$ cat config.mk
export PLATFORM = sky130hd
export DESIGN_NAME = mem_bus_arbiter
export DESIGN_NICKNAME = d
export VERILOG_FILES = /design/src/rtl/mem_bus_arbiter.sv
export SDC_FILE = /design/constraint.sdc
export NUM_CORES = 1
export LEC_CHECK = 0
export ABC_AREA = 1
export CAP_MARGIN = 5
export CORE_AREA = 2 2 118 120
export CTS_BUF_LIST = sky130_fd_sc_hd__clkbuf_8
export DETAILED_ROUTE_END_ITERATION = 10
export DIE_AREA = 0 0 120 122
export DONT_BUFFER_PORTS = 1
export PLACE_DENSITY = 0.3
export SLEW_MARGIN = 25
export SYNTH_ARGS = -nofsm -noshare
export SYNTH_HDL_FRONTEND = slang
export SYNTH_SLANG_ARGS = --single-unit
$ cat constraint.sdc
create_clock -name clock -period 2.15 [get_ports clock]
set_input_delay 0.215 -clock clock [delete_from_list [all_inputs] [get_ports clock]]
set_output_delay 0.215 -clock clock [all_outputs]
set_load 0.02 [all_outputs]
$ cat src/rtl/mem_bus_arbiter.sv
// mem_bus_arbiter: shares one data RAM/I-O port between the CPU MEM stage
// and a DMA engine. The CPU normally wins. A DMA request that has waited
// STARVE_LIMIT cycles beats the CPU. Once a DMA burst starts, it keeps the
// bus until dma_last, until BURST_MAX beats, or until the DMA drops its request.
//
// state        | meaning
// -------------+--------------------------------------------------------------
// ST_IDLE      | no burst in progress; CPU has priority unless DMA is starved
// ST_DMA_BURST | DMA holds the bus; each cycle with dma_req=1 is one more beat

module mem_bus_arbiter #(
    parameter int STARVE_LIMIT = 4,
    parameter int BURST_MAX    = 8
) (
    input  logic        clock,
    input  logic        reset,
    // CPU (pipeline MEM stage)
    input  logic        cpu_req,
    input  logic        cpu_we,
    input  logic [31:0] cpu_addr,
    input  logic [31:0] cpu_wdata,
    output logic        cpu_stall,
    output logic        cpu_ack,
    output logic [31:0] cpu_rdata,
    // DMA engine
    input  logic        dma_req,
    input  logic        dma_we,
    input  logic        dma_last,
    input  logic [31:0] dma_addr,
    input  logic [31:0] dma_wdata,
    output logic        dma_gnt,
    output logic        dma_rvalid,
    output logic [31:0] dma_rdata,
    // shared memory port, 1-cycle read latency
    output logic        mem_we,
    output logic [31:0] mem_addr,
    output logic [31:0] mem_wdata,
    input  logic [31:0] mem_rdata
);

    localparam int SW = (STARVE_LIMIT > 0) ? $clog2(STARVE_LIMIT + 1) : 1;
    localparam int BW = (BURST_MAX > 0) ? $clog2(BURST_MAX + 1) : 1;
    localparam logic [SW-1:0] STARVE_MAX = SW'(STARVE_LIMIT);
    localparam logic [BW-1:0] BEAT_MAX   = BW'(BURST_MAX);

    typedef enum logic [0:0] {
        ST_IDLE      = 1'b0,
        ST_DMA_BURST = 1'b1
    } state_t;

    state_t         state_q, state_d;
    logic [SW-1:0]  starve_q, starve_d;
    logic [BW-1:0]  beat_q, beat_d;
    logic [BW-1:0]  beat_inc;
    logic           cpu_ack_q;
    logic           dma_rvalid_q;
    logic           cpu_gnt;
    logic           dma_gnt_c;

    assign beat_inc = beat_q + BW'(1);

    // Grant decision, next FSM state and next counter values, all from the current state and request inputs.
    always_comb begin
        cpu_gnt   = 1'b0;
        dma_gnt_c = 1'b0;
        state_d   = state_q;
        beat_d    = beat_q;
        starve_d  = starve_q;

        case (state_q)
            ST_IDLE: begin
                if (dma_req && (!cpu_req || starve_q == STARVE_MAX)) begin
                    dma_gnt_c = 1'b1;
                end else if (cpu_req) begin
                    cpu_gnt = 1'b1;
                end
                if (dma_gnt_c && !dma_last && (BURST_MAX > 1)) begin
                    state_d = ST_DMA_BURST;
                    beat_d  = BW'(1);
                end
            end
            ST_DMA_BURST: begin
                if (dma_req) begin
                    dma_gnt_c = 1'b1;
                    if (dma_last || beat_inc == BEAT_MAX) begin
                        state_d = ST_IDLE;
                        beat_d  = '0;
                    end else begin
                        beat_d  = beat_inc;
                    end
                end else begin
                    // DMA aborted mid-burst: release the bus without a grant
                    state_d = ST_IDLE;
                    beat_d  = '0;
                end
            end
            default: begin
                state_d = ST_IDLE;
                beat_d  = '0;
            end
        endcase

        // Starvation only accumulates while the DMA is actually waiting
        if (dma_gnt_c || !dma_req) begin
            starve_d = '0;
        end else if (starve_q != STARVE_MAX) begin
            starve_d = starve_q + SW'(1);
        end
    end

    // FSM, counters and registered completion flags; reset drops any burst silently.
    always_ff @(posedge clock) begin
        if (reset) begin
            state_q      <= ST_IDLE;
            starve_q     <= '0;
            beat_q       <= '0;
            cpu_ack_q    <= 1'b0;
            dma_rvalid_q <= 1'b0;
        end else begin
            state_q      <= state_d;
            starve_q     <= starve_d;
            beat_q       <= beat_d;
            cpu_ack_q    <= cpu_gnt;
            dma_rvalid_q <= dma_gnt_c && !dma_we;
        end
    end

    // Memory port follows the granted requester in the same cycle, zero when idle.
    always_comb begin
        mem_we    = 1'b0;
        mem_addr  = '0;
        mem_wdata = '0;
        if (cpu_gnt) begin
            mem_we    = cpu_we;
            mem_addr  = cpu_addr;
            mem_wdata = cpu_wdata;
        end else if (dma_gnt_c) begin
            mem_we    = dma_we;
            mem_addr  = dma_addr;
            mem_wdata = dma_wdata;
        end
    end

    assign cpu_stall  = cpu_req && !cpu_gnt;
    assign dma_gnt    = dma_gnt_c;
    assign cpu_ack    = cpu_ack_q;
    assign dma_rvalid = dma_rvalid_q;
    assign cpu_rdata  = mem_rdata;
    assign dma_rdata  = mem_rdata;

endmodule

==> out/results.tsv, run 1 <==
stage	metric	value	unit
clocking	cts bufs inserted	3	
routing	DR DRC count	0	
logic_synthesis	Post-Synth Adder-Cell Area	2.95	%
clocking	Max Root-Sink Buffers	2	
logic_synthesis	synthesized area	0.00170	mm2
timing	Least-Margin Pin Slew	0.496	ns
logic_synthesis	top cells by area, synth	a22o_1 34%, buf_4 28%, dfxtp_1 12%	
layout	fin nets	333	
power_and_ir_drop	pwr dens	512	mW/mm2
setup_path	CP max stage delay	0.32	ns
layout	Filler Cell Count	1565	
min_path	HP Class	in2reg	
setup_path	CP cell instances	inv_1 -> ha_1 -> nand2_2 -> o21ai_2 -> inv_4 -> buf_12 -> a22o_1 -> buf_4	
layout	commonest non-fill, non-tap cell in the layout	a22o_1	
setup_path	Crit Path Class	reg2out	
logic_synthesis	Synth Area in Simple Gates	8.41	%
global_route	All-Layer GR Usage	7.22	%
logic_synthesis	Yosys top cell by area	a22o_1	
placement	area post-placement	0.00147	mm2
routing	wire length per cell	18.9	um
power_and_ir_drop	Max VDD drop	0.303	mV
timing	final setup fails	0	
logic_synthesis	largest family of logic cells by synthesized area	buffers and inverters	
routing	initial drt markers	24	
clocking	CTS Sinks	10	
timing	Final Max Tran Viols	0	
placement	post-detail-place hpwl	5350	um
logic_synthesis	synthesis-stage register bit count	10	
layout	most frequent cells in the layout	65 x a22o_1, 15 x nand2_1, 14 x buf_4	
clocking	root buf cell	clkbuf_8	
logic_synthesis	Post-Synth XOR/XNOR Area	0.516	%
layout	ant diodes	0	
setup_path	crit path max fanout	21	
global_route	number of global-route vias before repair	1289	
global_route	total grt overflow	0	
layout	P&R area growth vs syn	-8.70	%
timing	final-report hold violation count	0	
timing	Tcrit/Tclk final	93.5	%
timing	Setup Total Neg Slack	0	ns
floorplan	# rows	43	
floorplan	Initial Utilization	12.6	%
flow_run	Max-cap violations	0	
global_route	initial antenna violation count	0	
clocking	Post-CTS Setup Inserts	0	
logic_synthesis	multiplexer share of the synthesized area	0	%
floorplan	Core Region	0.0135	mm2
placement	RePlAce Congestion	0.704	
setup_path	slowest stage cell, crit path	dfxtp_1	
timing	Slew HR	66.6	%
layout	post-layout util	11.5	%
setup_path	crit start category	register	
clocking	clk_lat worst skew	0.23	ns
floorplan	Ports	300	
clocking	Worst-path clk slew	0.05	ns
logic_synthesis	post-synth cell types	21	
clocking	H-Tree Depth	1	
logic_synthesis	cell count after synthesis	216	
logic_synthesis	Post-Syn Nets	387	
setup_path	R2R Setup Slk	0.70	ns
global_route	global-route wire length before repair	7780	um
setup_path	crit end category	output port	
logic_synthesis	syn_area_per_cell	7.85	um2
routing	routed wire length	6440	um
floorplan	Die Footprint	0.0146	mm2
logic_synthesis	post-synthesis sequential area ratio	11.8	%
global_route	largest net degree at the start of global routing	42	
logic_synthesis	Synth top area share	33.6	%
timing	fin crit period	2.01	ns
floorplan	die span in x	120	um
logic_synthesis	post-synthesis compound-gate area fraction	37.2	%
logic_synthesis	Synth Warn #	0	
timing	Max Fclk	0.498	GHz
layout	fraction of layout cells with a size suffix above 1	17.5	%
power_and_ir_drop	LEAKAGE	0.620	nW
placement	IO Port Bufs	0	
floorplan	Die Y	122	um
routing	Via density	4.11	
clocking	CTS tree	done	
setup_path	WP data required	1.93	ns
routing	total number of vias	1396	
run_status	outcome	finished clean	
routing	post-detailed-route count of antenna-violating nets	0	
layout	design area	0.00155	mm2
timing	Setup Skew	0.00365	ns
routing	drt pass-1 iters	4	
setup_path	CP arrival	1.79	ns
routing by layer:
layer  global-route usage [%]  vias to the layer above  wire (um)
li1                         -                      600          -
met2                     11.7                      165       3070
met5                        0                        -          0
met3                     4.87                        2        944
met4                    0.588                        0         42
met1                     8.22                      629       2380
synthesized netlist by cell type:
| cell type | count |
|---|---|
| nor3_1 | 1 |
| dfxtp_1 | 10 |
| nor2_1 | 6 |
| o21ai_2 | 1 |
| clkbuf_1 | 1 |
| a22o_1 | 65 |
| nand3_1 | 6 |
| buf_2 | 3 |
| xnor2_1 | 1 |
| nand2_1 | 16 |
| o21ai_0 | 2 |
| a21boi_0 | 1 |
| nand4_1 | 2 |
| nor2_2 | 1 |
| ha_1 | 4 |
| inv_2 | 2 |
| buf_4 | 64 |
| a21oi_1 | 7 |
| inv_1 | 12 |
| nand2_2 | 1 |
| buf_6 | 10 |
stage by stage:
stage / setup slack (ns) / hold WS, ns / total power (W) / std cells
6_report: 0.140 / 0.0464 / 0.000794 / 340
5_1_grt: -0.00228 / 0.0369 / 0.000839 / 340
4_1_cts: 0.0383 / 0.0440 / 0.000796 / 339
3_5_place_dp: 0.296 / 0.291 / 0.000598 / 336
3_3_place_gp: 0.345 / 0.289 / 0.000599 / 336
2_1_floorplan: 0.548 / 0.284 / 0.000711 / 216
path summary, 6_finish.rpt:
check / start / to / cells after the start
worst min register to register: starve_q[0] / starve_q[0] / 1
worst max-delay path: starve_q[0] / mem_wdata[31] / 8
worst max register to register: starve_q[0] / beat_q[0] / 8
worst min-delay path: reset / beat_q[2] / 1
repair_timing:
action,CTS,global route
setup endpoints to repair,0,30
hold buffers,0,0
hold endpoints to repair,0,0
gates resized for setup,0,4
power breakdown:
part           switching, W  total [W]  internal (W)
Clock             0.0000665   0.000188      0.000122
Combinational      0.000266   0.000405      0.000140
Sequential       0.00000821   0.000200      0.000192
critical path, delay by kind of cell (launching register included):
family / cells / cell delay, ns
and+or+nand+nor: 1 / 0.09
buffers and inverters: 4 / 0.51
AOI/OAI and AO/OA: 2 / 0.44
DFF: 1 / 0.32
adders and majority gates: 1 / 0.18
sequential cells by signal (all words and copies together) (netlist names):
signal,flops
beat_q,4
cpu_ack,1
dma_rvalid,1
starve_q,3
state_q,1
final cells by class:
class | instances | area, um2 | area share (%)
Multi-Input combinational cell | 114 | 835 | 53.9
Tap cell | 180 | 225 | 14.5
Sequential cell | 10 | 200 | 12.9
Timing Repair Buffer | 19 | 193 | 12.4
Inverter | 14 | 55.1 | 3.55
Clock buffer | 3 | 41.3 | 2.67
cell families (layout without fill, tap and decap cells):
group	after synthesis	count (layout)
buffers and inverters	92	36
AO/OA/AOI/OAI	76	76
AND/OR/NAND/NOR	33	33
flip-flops	10	10
adder cells (fa/ha/maj)	4	4
XOR/XNOR	1	1
Power figures use the tool's default switching activity.
==> run 2: changes to the inputs <==
- CAP_MARGIN: 5 -> 20
- CORE_AREA: 2 2 118 120 -> 2 2 117 119
- DIE_AREA: 0 0 120 122 -> 0 0 119 121
- SLEW_MARGIN: 25 -> unset
==> out/results.tsv, run 2 (synthesized netlist as in run 1, its figures left out) <==
stage	metric	value	unit
setup_path	crit start category	register	
setup_path	R2R Setup Slk	0.68	ns
timing	worst setup slack after layout	0.164	ns
clocking	hold_buf cts	0	
placement	RePlAce Congestion	0.728	
power_and_ir_drop	Total Power	0.000843	W
timing	Tcrit/Tclk final	92.4	%
routing	DR DRC count	0	
layout	Largest register FFs	4	
timing	Least-Margin Pin Slew	0.483	ns
floorplan	die span in x	119	um
power_and_ir_drop	Gate power share	48.1	%
timing	Final Max Tran Viols	0	
timing	final setup fails	0	
layout	largest registers	beat_q (4), starve_q (3)	
routing	post-detailed-route count of antenna-violating nets	0	
global_route	global-route wire length before repair	7710	um
setup_path	WP data required	1.93	ns
clocking	Max Root-Sink Buffers	2	
power_and_ir_drop	Reg power frac	23.8	%
floorplan	Die Footprint	0.0144	mm2
floorplan	Initial Utilization	13.0	%
routing	drt pass-1 iters	4	
placement	pre-CTS setup slack	0.333	ns
layout	Multi-input gate area	835	um2
routing	routed wire length	6060	um
setup_path	Worst Setup EP	mem_wdata[21]	
min_path	min-delay src	reset	
power_and_ir_drop	NetSw	0.000352	W
floorplan	Die Y	121	um
power_and_ir_drop	clock power share	28.1	%
clocking	Worst-path clk slew	0.05	ns
global_route	number of global-route vias before repair	1244	
clocking	Post-CTS Setup Inserts	0	
timing	Slew HR	67.5	%
setup_path	reg2reg path depth	8	
timing	final-report hold violation count	0	
layout	commonest non-fill, non-tap cell in the layout	a22o_1	
power_and_ir_drop	Sw Ratio	41.7	%
setup_path	CP startpoint	starve_q[0]	
setup_path	Crit Path Class	reg2out	
power_and_ir_drop	LEAKAGE	0.628	nW
layout	P&R area growth vs syn	-8.70	%
routing	Via density	4.14	
setup_path	worst reg2reg startpoint	starve_q[0]	
timing	fin crit period	1.99	ns
layout	fraction of layout cells with a size suffix above 1	19.0	%
timing	Max Fclk	0.504	GHz
layout	fin nets	335	
floorplan	Ports	300	
min_path	HP Class	in2reg	
timing	Fin Hold WS	0.0420	ns
placement	post-detail-place hpwl	5200	um
global_route	initial antenna violation count	0	
layout	Largest Register	beat_q	
clocking	CTS Sinks	10	
power_and_ir_drop	pwr dens	544	mW/mm2
layout	most frequent cells in the layout	65 x a22o_1, 18 x buf_4, 15 x nand2_1	
timing	Setup Total Neg Slack	0	ns
timing	Setup Skew	0.00421	ns
setup_path	RR Endpoint	beat_q[0]	
global_route	total grt overflow	0	
layout	register area	200	um2
setup_path	crit path max fanout	36	
power_and_ir_drop	Internal Pwr Total	0.000491	W
placement	IO Port Bufs	0	
clocking	clk_lat worst skew	0.24	ns
clocking	H-Tree Depth	1	
power_and_ir_drop	Max VDD drop	0.412	mV
setup_path	CP arrival	1.77	ns
clocking	CTS tree	done	
run_status	outcome	finished clean	
floorplan	Core Region	0.0131	mm2
clocking	root buf cell	clkbuf_8	
layout	Filler Cell Count	1519	
routing	total number of vias	1403	
global_route	All-Layer GR Usage	7.16	%
routing	wire length per cell	17.9	um
timing	RSZ-0062 raised after global routing	no	
flow_run	Max-cap violations	0	
routing	initial drt markers	93	
global_route	largest net degree at the start of global routing	37	
clocking	cts bufs inserted	3	
setup_path	crit end category	output port	
layout	ant diodes	0	
floorplan	# rows	42	
==> run 2: changes by cell type in the layout (fill, tap and decap cells not counted), sizes merged <==
cell / previous run / this run
buf: 18 / 21
==> run 2: power groups by stage <==
| stage | registers (W) | clock network [W] | logic, W |
|---|---|---|---|
| floorplan | 0.000202 | 0 | 0.000509 |
| global route | 0.000201 | 0.000259 | 0.000428 |
| detailed placement | 0.000204 | 0 | 0.000407 |
| finish | 0.000200 | 0.000237 | 0.000405 |
| CTS | 0.000200 | 0.000246 | 0.000410 |
| global placement | 0.000205 | 0 | 0.000407 |
==> run 2: timing repair <==
item,in CTS,in global routing
resized for setup,0,2
endpoints found under the hold margin,0,0
endpoints found under the setup margin,0,25
==> run 2: final cells by class <==
class                   count  area share [%]
multi-input cells         114            53.9
well taps                 176            14.2
repair buffers             21            12.0
inverters                  14            3.39
clock buffers               4            3.55
flip-flops and latches     10            12.9
==> run 2: routing by layer <==
metal  GRT usage, %  vias to the layer above  share of wire [%]
met5              0                        -                  0
met4          0.372                        0               0.33
met3           3.71                        6                 13
met2           11.7                      155                 47
met1           8.78                      636                 40
li1               -                      606                  -
==> run 2: metrics by stage <==
| stage | instances | area [um2] | util (%) |
|---|---|---|---|
| after global placement | 335 | 1490 | 11.4 |
| final | 339 | 1550 | 11.8 |
| after global routing | 339 | 1550 | 11.8 |
| after detailed placement | 335 | 1490 | 11.4 |
| after floorplan | 216 | 1700 | - |
| after CTS | 339 | 1540 | 11.8 |
==> run 2: worst min-delay path by stage <==
stage	depth (start not counted)	end	slack [ns]
2_1_floorplan	1	beat_q[1]	0.28
4_1_cts	1	beat_q[3]	0.03
6_report	1	beat_q[1]	0.04
5_1_grt	1	beat_q[3]	0.03
3_3_place_gp	1	beat_q[3]	0.29
3_5_place_dp	1	beat_q[3]	0.29
==> run 2: critical path: stages, from the launching register on <==
cell	delay, ns
dfxtp_1	0.34
inv_1	0.05
ha_1	0.21
nand2_2	0.11
nand2_1	0.09
nand2_2	0.10
inv_2	0.06
buf_12	0.16
a22o_1	0.22
buf_4	0.16
==> run 3: changes to the inputs <==
- CORE_AREA: 2 2 117 119 -> 2 2 118 120
- DIE_AREA: 0 0 119 121 -> 0 0 120 122
- PLACE_DENSITY: 0.3 -> unset
- SETUP_SLACK_MARGIN: unset -> 0.5
==> out/results.tsv, run 3 (synthesized netlist as in run 1, its figures left out) <==
stage	metric	value	unit
run_status	outcome	finished clean	
floorplan	die span in x	120	um
power_and_ir_drop	pwr dens	423	mW/mm2
floorplan	# rows	43	
layout	Largest register FFs	4	
setup_path	RR Endpoint	beat_q[0]	
routing	wire length per cell	24.5	um
timing	Setup Total Neg Slack	0	ns
min_path	min-delay src	reset	
floorplan	Ports	300	
clocking	CTS tree	done	
placement	number of placed instances, taps included	334	
min_path	Hold Crit Depth	1	
layout	most frequent cells in the layout	56 x a22o_4, 27 x buf_4, 14 x nand2_1	
setup_path	crit path max fanout	15	
layout	Filler Cell Count	1472	
setup_path	worst reg2reg startpoint	starve_q[1]	
floorplan	Die Y	122	um
clocking	Worst-path clk slew	0.05	ns
clocking	Max Root-Sink Buffers	2	
flow_run	Max-cap violations	0	
floorplan	Initial Utilization	12.6	%
layout	post-route insts no fill	370	
timing	RSZ-0062 raised after global routing	yes	
clocking	cts bufs inserted	3	
routing	initial drt markers	46	
timing	final-report hold violation count	0	
routing	post-detailed-route count of antenna-violating nets	0	
power_and_ir_drop	Total Power	0.00107	W
routing	DR DRC count	0	
layout	P&R area growth vs syn	49.6	%
floorplan	Die Footprint	0.0146	mm2
global_route	largest net degree at the start of global routing	19	
timing	Least-Margin Pin Slew	0.534	ns
setup_path	CP arrival	1.67	ns
layout	fin nets	363	
setup_path	crit start category	register	
routing	total number of vias	1539	
global_route	total grt overflow	0	
clocking	clk_lat worst skew	0.23	ns
setup_path	crit end category	output port	
global_route	global-route wire length before repair	10800	um
min_path	Worst Hold Path EP	beat_q[1]	
timing	Tcrit/Tclk final	87.8	%
clocking	root buf cell	clkbuf_8	
timing	final setup fails	0	
setup_path	WP data required	1.93	ns
power_and_ir_drop	Max VDD drop	0.431	mV
floorplan	Core Region	0.0135	mm2
placement	IO Port Bufs	0	
timing	Max Fclk	0.530	GHz
clocking	CTS Sinks	10	
timing	fin crit period	1.89	ns
clocking	H-Tree Depth	1	
setup_path	R2R Setup Slk	0.80	ns
global_route	initial antenna violation count	0	
global_route	All-Layer GR Usage	10.3	%
layout	fraction of layout cells with a size suffix above 1	63.7	%
layout	ant diodes	0	
timing	Setup Skew	0.00263	ns
placement	post-detail-place hpwl	5870	um
power_and_ir_drop	LEAKAGE	1.10	nW
min_path	HP Class	in2reg	
timing	Fin Hold WS	0.0448	ns
layout	commonest non-fill, non-tap cell in the layout	a22o_4	
layout	largest registers	beat_q (4), starve_q (3)	
routing	Via density	4.16	
timing	Slew HR	64.0	%
layout	Largest Register	beat_q	
routing	routed wire length	9070	um
global_route	number of global-route vias before repair	1553	
setup_path	reg2reg path depth	8	
timing	Final Max Tran Viols	0	
clocking	hold_buf cts	0	
setup_path	Crit Path Class	reg2out	
routing	drt pass-1 iters	5	
placement	RePlAce Congestion	0.724	
-- run 3: cell count changes in the layout (fill, tap and decap cells not counted), sizes merged --
cell / before / now
buf: 21 / 44
clkbuf: 4 / 7
bufbuf: 0 / 1
-- run 3: how the worst max path moves through the flow --
stage	cells past startpoint	end	startpoint
after global routing	8	mem_wdata[16]	starve_q[0]
after detailed placement	8	mem_wdata[31]	starve_q[0]
final	8	mem_wdata[22]	starve_q[0]
after global placement	8	mem_wdata[31]	starve_q[0]
after CTS	8	mem_addr[25]	starve_q[0]
after floorplan	9	mem_addr[0]	starve_q[0]
-- run 3: what timing repair did --
| item | CTS | global route |
|---|---|---|
| pin swaps | 4 | 4 |
| resized for setup | 108 | 5 |
| cloned | 5 | 4 |
| setup endpoints to repair | 66 | 66 |
| setup buffers | 8 | 16 |
-- run 3: area by class of cell --
cell class	count	area (um2)	area share, %
clock buffer	3	41.3	1.63
multi-input combinational	114	1370	54.0
timing repair buffer	49	636	25.0
tap	180	225	8.88
sequential	10	203	7.99
inverter	14	62.6	2.47
-- run 3: routing by layer --
metal  share of wire [%]  vias to the layer above  track usage, %  wire [um]
li1                    -                      667               -          -
met1                  34                      711            11.7       3100
met2                  52                      149            17.4       4670
met3                  12                       12            5.38       1110
met4                 2.1                        0            1.69        186
met5                   0                        -               0          0
-- run 3: worst max-delay path, stage by stage (launching register included) --
cell	delay [ns]
dfxtp_2	0.32
inv_2	0.07
ha_4	0.15
nand2_4	0.06
o21ai_4	0.17
inv_4	0.08
buf_12	0.16
buf_4	0.15
a22o_4	0.27
-- run 3: where the power goes --
part	leakage [nW]	switching [W]	internal, W
clock network	0.0216	0.0000703	0.000122
logic	0.993	0.000338	0.000341
registers	0.0822	0.00000867	0.000192
-- run 3: through the flow --
step	utilization (%)	worst slack (ns)	instance area [um2]
CTS	16.9	0.272	2290
global route	18.8	0.197	2540
global placement	10.9	0.337	1470
floorplan	-	0.548	1700
finish	18.8	0.262	2540
detailed placement	10.9	0.291	1470
